--- src/rtl/md_unit.sv ---
// Multiply/divide unit with HI/LO result registers.
// Optional multiply-accumulate ops 7-10 are enabled by defining MD_MADD_EN.
module md_unit #(
  parameter int WIDTH       = 32,
  parameter int MULT_CYCLES = 5
) (
  input  logic             clk,
  input  logic             reset,
  input  logic             start,
  input  logic [3:0]       op,
  input  logic [WIDTH-1:0] rs,
  input  logic [WIDTH-1:0] rt,
  input  logic             cancel,
  output logic             busy,
  output logic [WIDTH-1:0] hi,
  output logic [WIDTH-1:0] lo
);

  localparam int MAXC = (WIDTH > MULT_CYCLES) ? WIDTH : MULT_CYCLES;
  localparam int CW   = $clog2(MAXC + 1);
  localparam int PW   = 2 * WIDTH;

  typedef enum logic [1:0] {
    IDLE,
    MUL,
    DIV,
    FIX
  } state_t;

  state_t           state_q;
  state_t           state_d;
  logic [CW-1:0]    cnt;
  logic [PW-1:0]    prod;
  logic [PW-1:0]    mul_res;
  logic [WIDTH-1:0] dvd;
  logic [WIDTH-1:0] dvs;
  logic [WIDTH-1:0] rem;
  logic [WIDTH-1:0] rem_n;
  logic [WIDTH-1:0] dvd_n;
  logic [WIDTH-1:0] q_fix;
  logic [WIDTH-1:0] r_fix;
  logic [WIDTH:0]   t;
  logic             ge;
  logic             sq;
  logic             sr;
  logic             dz;
  logic             go;
  logic             is_mul;
  logic             is_div;
  logic             sgn_mul;
  logic             sgn_div;
`ifdef MD_MADD_EN
  logic [3:0]       mop;
`endif

  assign busy    = (state_q != IDLE);
  assign go      = start & ~cancel & (state_q == IDLE);
  assign is_div  = (op == 4'd3) || (op == 4'd4);
  assign sgn_mul = (op == 4'd1) || (op == 4'd7) || (op == 4'd9);
  assign sgn_div = (op == 4'd3);

  // Decode which ops run through the multiplier path
  always_comb begin
    is_mul = (op == 4'd1) || (op == 4'd2);
`ifdef MD_MADD_EN
    is_mul = is_mul || ((op >= 4'd7) && (op <= 4'd10));
`endif
  end

  // Value committed to {HI,LO} when a multiply completes
  always_comb begin
    mul_res = prod;
`ifdef MD_MADD_EN
    if ((mop == 4'd7) || (mop == 4'd8))
      mul_res = {hi, lo} + prod;
    else if ((mop == 4'd9) || (mop == 4'd10))
      mul_res = {hi, lo} - prod;
`endif
  end

  // One restoring-division step plus final sign fix-up
  always_comb begin
    t     = {rem, dvd[WIDTH-1]};
    ge    = (t >= {1'b0, dvs});
    rem_n = ge ? (t[WIDTH-1:0] - dvs) : t[WIDTH-1:0];
    dvd_n = {dvd[WIDTH-2:0], ge};
    q_fix = dz ? '1 : (sq ? -dvd : dvd);
    r_fix = sr ? -rem : rem;
  end

  // Next-state logic
  always_comb begin
    state_d = state_q;
    unique case (state_q)
      IDLE: begin
        if (go && is_mul)
          state_d = MUL;
        else if (go && is_div)
          state_d = DIV;
      end
      MUL: begin
        if (cancel || (cnt == '0))
          state_d = IDLE;
      end
      DIV: begin
        if (cancel)
          state_d = IDLE;
        else if (cnt == '0)
          state_d = FIX;
      end
      FIX:     state_d = IDLE;
      default: state_d = IDLE;
    endcase
  end

  // State register
  always_ff @(posedge clk or negedge reset) begin
    if (!reset)
      state_q <= IDLE;
    else
      state_q <= state_d;
  end

  // Datapath: operand latch, iteration and HI/LO commit
  always_ff @(posedge clk or negedge reset) begin
    if (!reset) begin
      hi   <= '0;
      lo   <= '0;
      cnt  <= '0;
      prod <= '0;
      dvd  <= '0;
      dvs  <= '0;
      rem  <= '0;
      sq   <= 1'b0;
      sr   <= 1'b0;
      dz   <= 1'b0;
`ifdef MD_MADD_EN
      mop  <= '0;
`endif
    end else begin
      unique case (state_q)
        IDLE: begin
          if (go) begin
            if (is_mul) begin
              prod <= (sgn_mul ? {{WIDTH{rs[WIDTH-1]}}, rs} : {{WIDTH{1'b0}}, rs})
                    * (sgn_mul ? {{WIDTH{rt[WIDTH-1]}}, rt} : {{WIDTH{1'b0}}, rt});
              cnt  <= CW'(MULT_CYCLES - 1);
`ifdef MD_MADD_EN
              mop  <= op;
`endif
            end else if (is_div) begin
              sq  <= sgn_div && (rs[WIDTH-1] ^ rt[WIDTH-1]);
              sr  <= sgn_div && rs[WIDTH-1];
              dvd <= (sgn_div && rs[WIDTH-1]) ? -rs : rs;
              dvs <= (sgn_div && rt[WIDTH-1]) ? -rt : rt;
              dz  <= (rt == '0);
              rem <= '0;
              cnt <= CW'(WIDTH - 1);
            end else if (op == 4'd5) begin
              hi <= rs;
            end else if (op == 4'd6) begin
              lo <= rs;
            end
          end
        end
        MUL: begin
          if (!cancel) begin
            if (cnt != '0)
              cnt <= cnt - 1'b1;
            else
              {hi, lo} <= mul_res;
          end
        end
        DIV: begin
          if (!cancel) begin
            rem <= rem_n;
            dvd <= dvd_n;
            if (cnt != '0)
              cnt <= cnt - 1'b1;
          end
        end
        FIX: begin
          if (!cancel) begin
            lo <= q_fix;
            hi <= r_fix;
          end
        end
        default: ;
      endcase
    end
  end

endmodule

--- config.mk ---
export PLATFORM = sky130hd
export DESIGN_NAME = md_unit
export DESIGN_NICKNAME = d
export VERILOG_FILES = /design/src/rtl/md_unit.sv
export SDC_FILE = /design/constraint.sdc
export NUM_CORES = 2
export LEC_CHECK = 0
export ABC_AREA = 1
export CAP_MARGIN = 10
export CELL_PAD_IN_SITES_DETAIL_PLACEMENT = 1
export CELL_PAD_IN_SITES_GLOBAL_PLACEMENT = 2
export CORE_ASPECT_RATIO = 1.2
export CORE_MARGIN = 2
export CORE_UTILIZATION = 40
export CTS_BUF_LIST = sky130_fd_sc_hd__clkbuf_4 sky130_fd_sc_hd__clkbuf_8
export DETAILED_ROUTE_END_ITERATION = 8
export PLACE_DENSITY_LB_ADDON = 0.1
export SYNTH_ARGS = -nofsm -noshare
export SYNTH_HDL_FRONTEND = slang
export SYNTH_SLANG_ARGS = --single-unit
--- constraint.sdc ---
create_clock -name clk -period 4.8 [get_ports clk]
set_input_delay 0.72 -clock clk [delete_from_list [all_inputs] [get_ports clk]]
set_output_delay 0.72 -clock clk [all_outputs]
set_load 0.03 [all_outputs]
==> results.tsv <==
stage	metric	value	unit
critical_path	critPathLaunchType	input pin	
finish	final_layout_size_suffix_gt1_frac	0.225	
finish	final_cell_mix	inv_1 (2121), nand2_1 (1667), fa_1 (1273), buf_4 (834), nor2_1 (323)	
finish	multiInputGateArea	52300	µm²
floorplanning	die_w	371	µm
routing	final_antenna_net_count	0	
sta	clock_skew	37.9	ps
clock_network	cts_sinks	235	
hold_path	hold_class	reg2reg	
yosys	syn_inst	8143	
grt	grt_pass1_wl	441	mm
routing	wirelength	300	mm
place	io_buffers	136	
critical_path	cp_top_family	adder cells	
floorplanning	die_y	444	µm
routing	drtPass1Iterations	5	
critical_path	cpPeakStageDelay	720	ps
grt	grt_usage	0.373	
critical_path	worstPathRequired	5350	ps
sta	slew_violations	0	
clock_network	cts.path.max_buffers	3	
sta	slew_headroom	0.349	
yosys	synth_edf_count	0	
yosys	syn_nets	9989	
sta	setup_viol	57	
critical_path	cpMaxStageDelayCell	fa_2	
finish	fill_cells	18927	
grt	antenna_found_initial	22	
run_status	violations	negative setup slack	
floorplanning	core.rowCount	161	
floorplanning	initial_utilization	0.402	
grt	grt_pass1_vias	65825	
sta	finalHoldViolations	0	
floorplanning	pin_count	137	
sta	period_share	1.78	
clock_network	cts_tree	built	
sta	final.min_clock_period	8560	ps
finish	seq_area	5880	µm²
clock_network	clkTransAtPathRegs	60	ps
critical_path	crit_buf_inv	14	
finish	syn_to_final_growth	27.9	%
yosys	avgSynthCellArea	7.93	µm²
critical_path	reg2reg_from	rem[25]$_DFFE_PN0P_	
hold_path	worstHoldPathCells	2	
critical_path	path_class	in2reg	
critical_path	worstRegToRegCells	12	
finish	final_common_cell	inv_1	
yosys	synth_seq_cells	235	
sta	fin_ws	-3760	ps
routing	wl_per_cell	26.8	µm
floorplanning	die_area	165000	µm²
yosys	post_synth_num_cell_types	54	
yosys	ys.flop_type	dfrtp_1	
critical_path	regToRegSetupSlack	1180	ps
sta	rsz0062_at_grt	yes	
sta	fmax	117	MHz
yosys	syn-cell-area	64500	µm²
sta	setup_tns	-164440	ps
run	max_cap_viol_count	0	
routing	drt_iter0_markers	3487	
grt	grt-ovfl-total	0	
critical_path	worstPathMaxFanout	8	
finish	nets	10883	
routing	route.detailed.drc	0	
sta	tightest_slew	970	ps
routing	vias_per_cell	5.19	
hold_path	holdPathEnd	mul_res[2]$_DFFE_PN0P_	
critical_path	cp-end-kind	flip-flop	
hold_path	hold_path.startpoint	mul_res[2]$_DFFE_PN0P_	
routing	vias	58100	
clock_network	cts_htree_levels	2	
place	gp_congestion	1.01	
clock_network	cts_root_buf	clkbuf_8	
floorplanning	core-area	160000	µm²
critical_path	r2r_end	rem[14]$_DFFE_PN0P_	
clock_network	clk_latency	680	ps
critical_path	cp.arrival	9110	ps
yosys	yosysWarnings	0	
run_status	run_status	complete, but fails checks	
place	dpl.hpwl	249	mm
clock_network	numCtsBuffers	46	
grt	grt_max_degree	107	
yosys	async_flop_share	1.00	
sta	fin_hold_ws	485	ps
yosys	ys_seq_area_frac	0.0911	
-- per-layer routing --
metal,track usage,vias to the layer above,share of wire
met2,0.636,1702,0.48
met5,0,-,0.00024
met4,0.218,10,0.074
met3,0.0482,614,0.052
met1,0.450,30337,0.39
li1,-,25437,-
-- timing repair --
action,in CTS,in global routing
gates cloned,28,1
endpoints found under the setup margin,58,58
resized for setup,890,219
hold buffers,1,0
pin swaps,295,153
buffers inserted,137,25
endpoints found under the hold margin,28,0
-- layout make-up --
type | count | area share
multi-input cells | 5267 | 0.634
well taps | 2119 | 0.0321
clock inverters | 14 | 0.00171
inverters | 2290 | 0.105
repair buffers | 1197 | 0.146
flip-flops and latches | 235 | 0.0712
diodes | 6 | 0.000182
clock buffers | 65 | 0.0102
-- sequential cells by signal, summed over array words and instances, names as in the netlist --
| signal | count |
|---|---|
| cnt | 6 |
| dvd | 32 |
| dvs | 32 |
| dz | 1 |
| hi | 32 |
| lo | 32 |
| mul_res | 64 |
| rem | 32 |
| sq | 1 |
| sr | 1 |
| state_q | 2 |
-- worst max path at each step --
stage	slack, ps	endpoint	depth (start not counted)	from
final	-3760	mul_res[45]$_DFFE_PN0P_	38	op[3]
after global routing	-3990	mul_res[60]$_DFFE_PN0P_	41	op[2]
after CTS	-3650	mul_res[52]$_DFFE_PN0P_	38	op[2]
after floorplan	-3900	mul_res[63]$_DFFE_PN0P_	40	op[1]
after detailed placement	-5470	mul_res[46]$_DFFE_PN0P_	39	op[1]
after global placement	-5470	mul_res[46]$_DFFE_PN0P_	40	op[1]
-- per-stage QoR --
stage,setup WS [ps],std cells,cell area (µm²),util
floorplan,-3900,8143,67700,-
global placement,-5470,10925,75700,0.472
detailed placement,-5470,10925,75700,0.472
CTS,-3650,11165,81700,0.509
global route,-3990,11188,82600,0.515
finish,-3760,11193,82600,0.515
-- worst reg2reg max path, delay by kind of cell (launching register included) --
kind,cells,cell delay [ps]
AO/OA/AOI/OAI,5,1040
adder cells (fa/ha/maj),1,410
buffers and inverters,1,450
flip-flops,1,670
AND/OR/NAND/NOR,5,950
-- Yosys cell counts (55+ instances only) --
master,number,area share
inv_1,2279,0.13
nand2_1,1785,0.10
fa_1,1423,0.44
nor2_1,459,0.027
ha_1,351,0.068
o21ai_0,311,0.024
clkbuf_1,258,0.015
a21oi_1,252,0.020
dfrtp_1,235,0.091
nand3_1,187,0.015
xor2_1,78,0.011
nor3_1,62,0.0048
buf_1,55,0.0032
-- cells by family after synthesis --
family,count (synthesis),share of synthesized area
buffers and inverters,2641,0.155
and+or+nand+nor,2614,0.163
adders and majority gates,1774,0.509
AOI/OAI and AO/OA,763,0.0660
DFF,235,0.0911
xor gates and xnor gates,116,0.0157
Power is not shown: default switching activity piles up to over one toggle a cycle in this logic, so the estimate is an artifact.
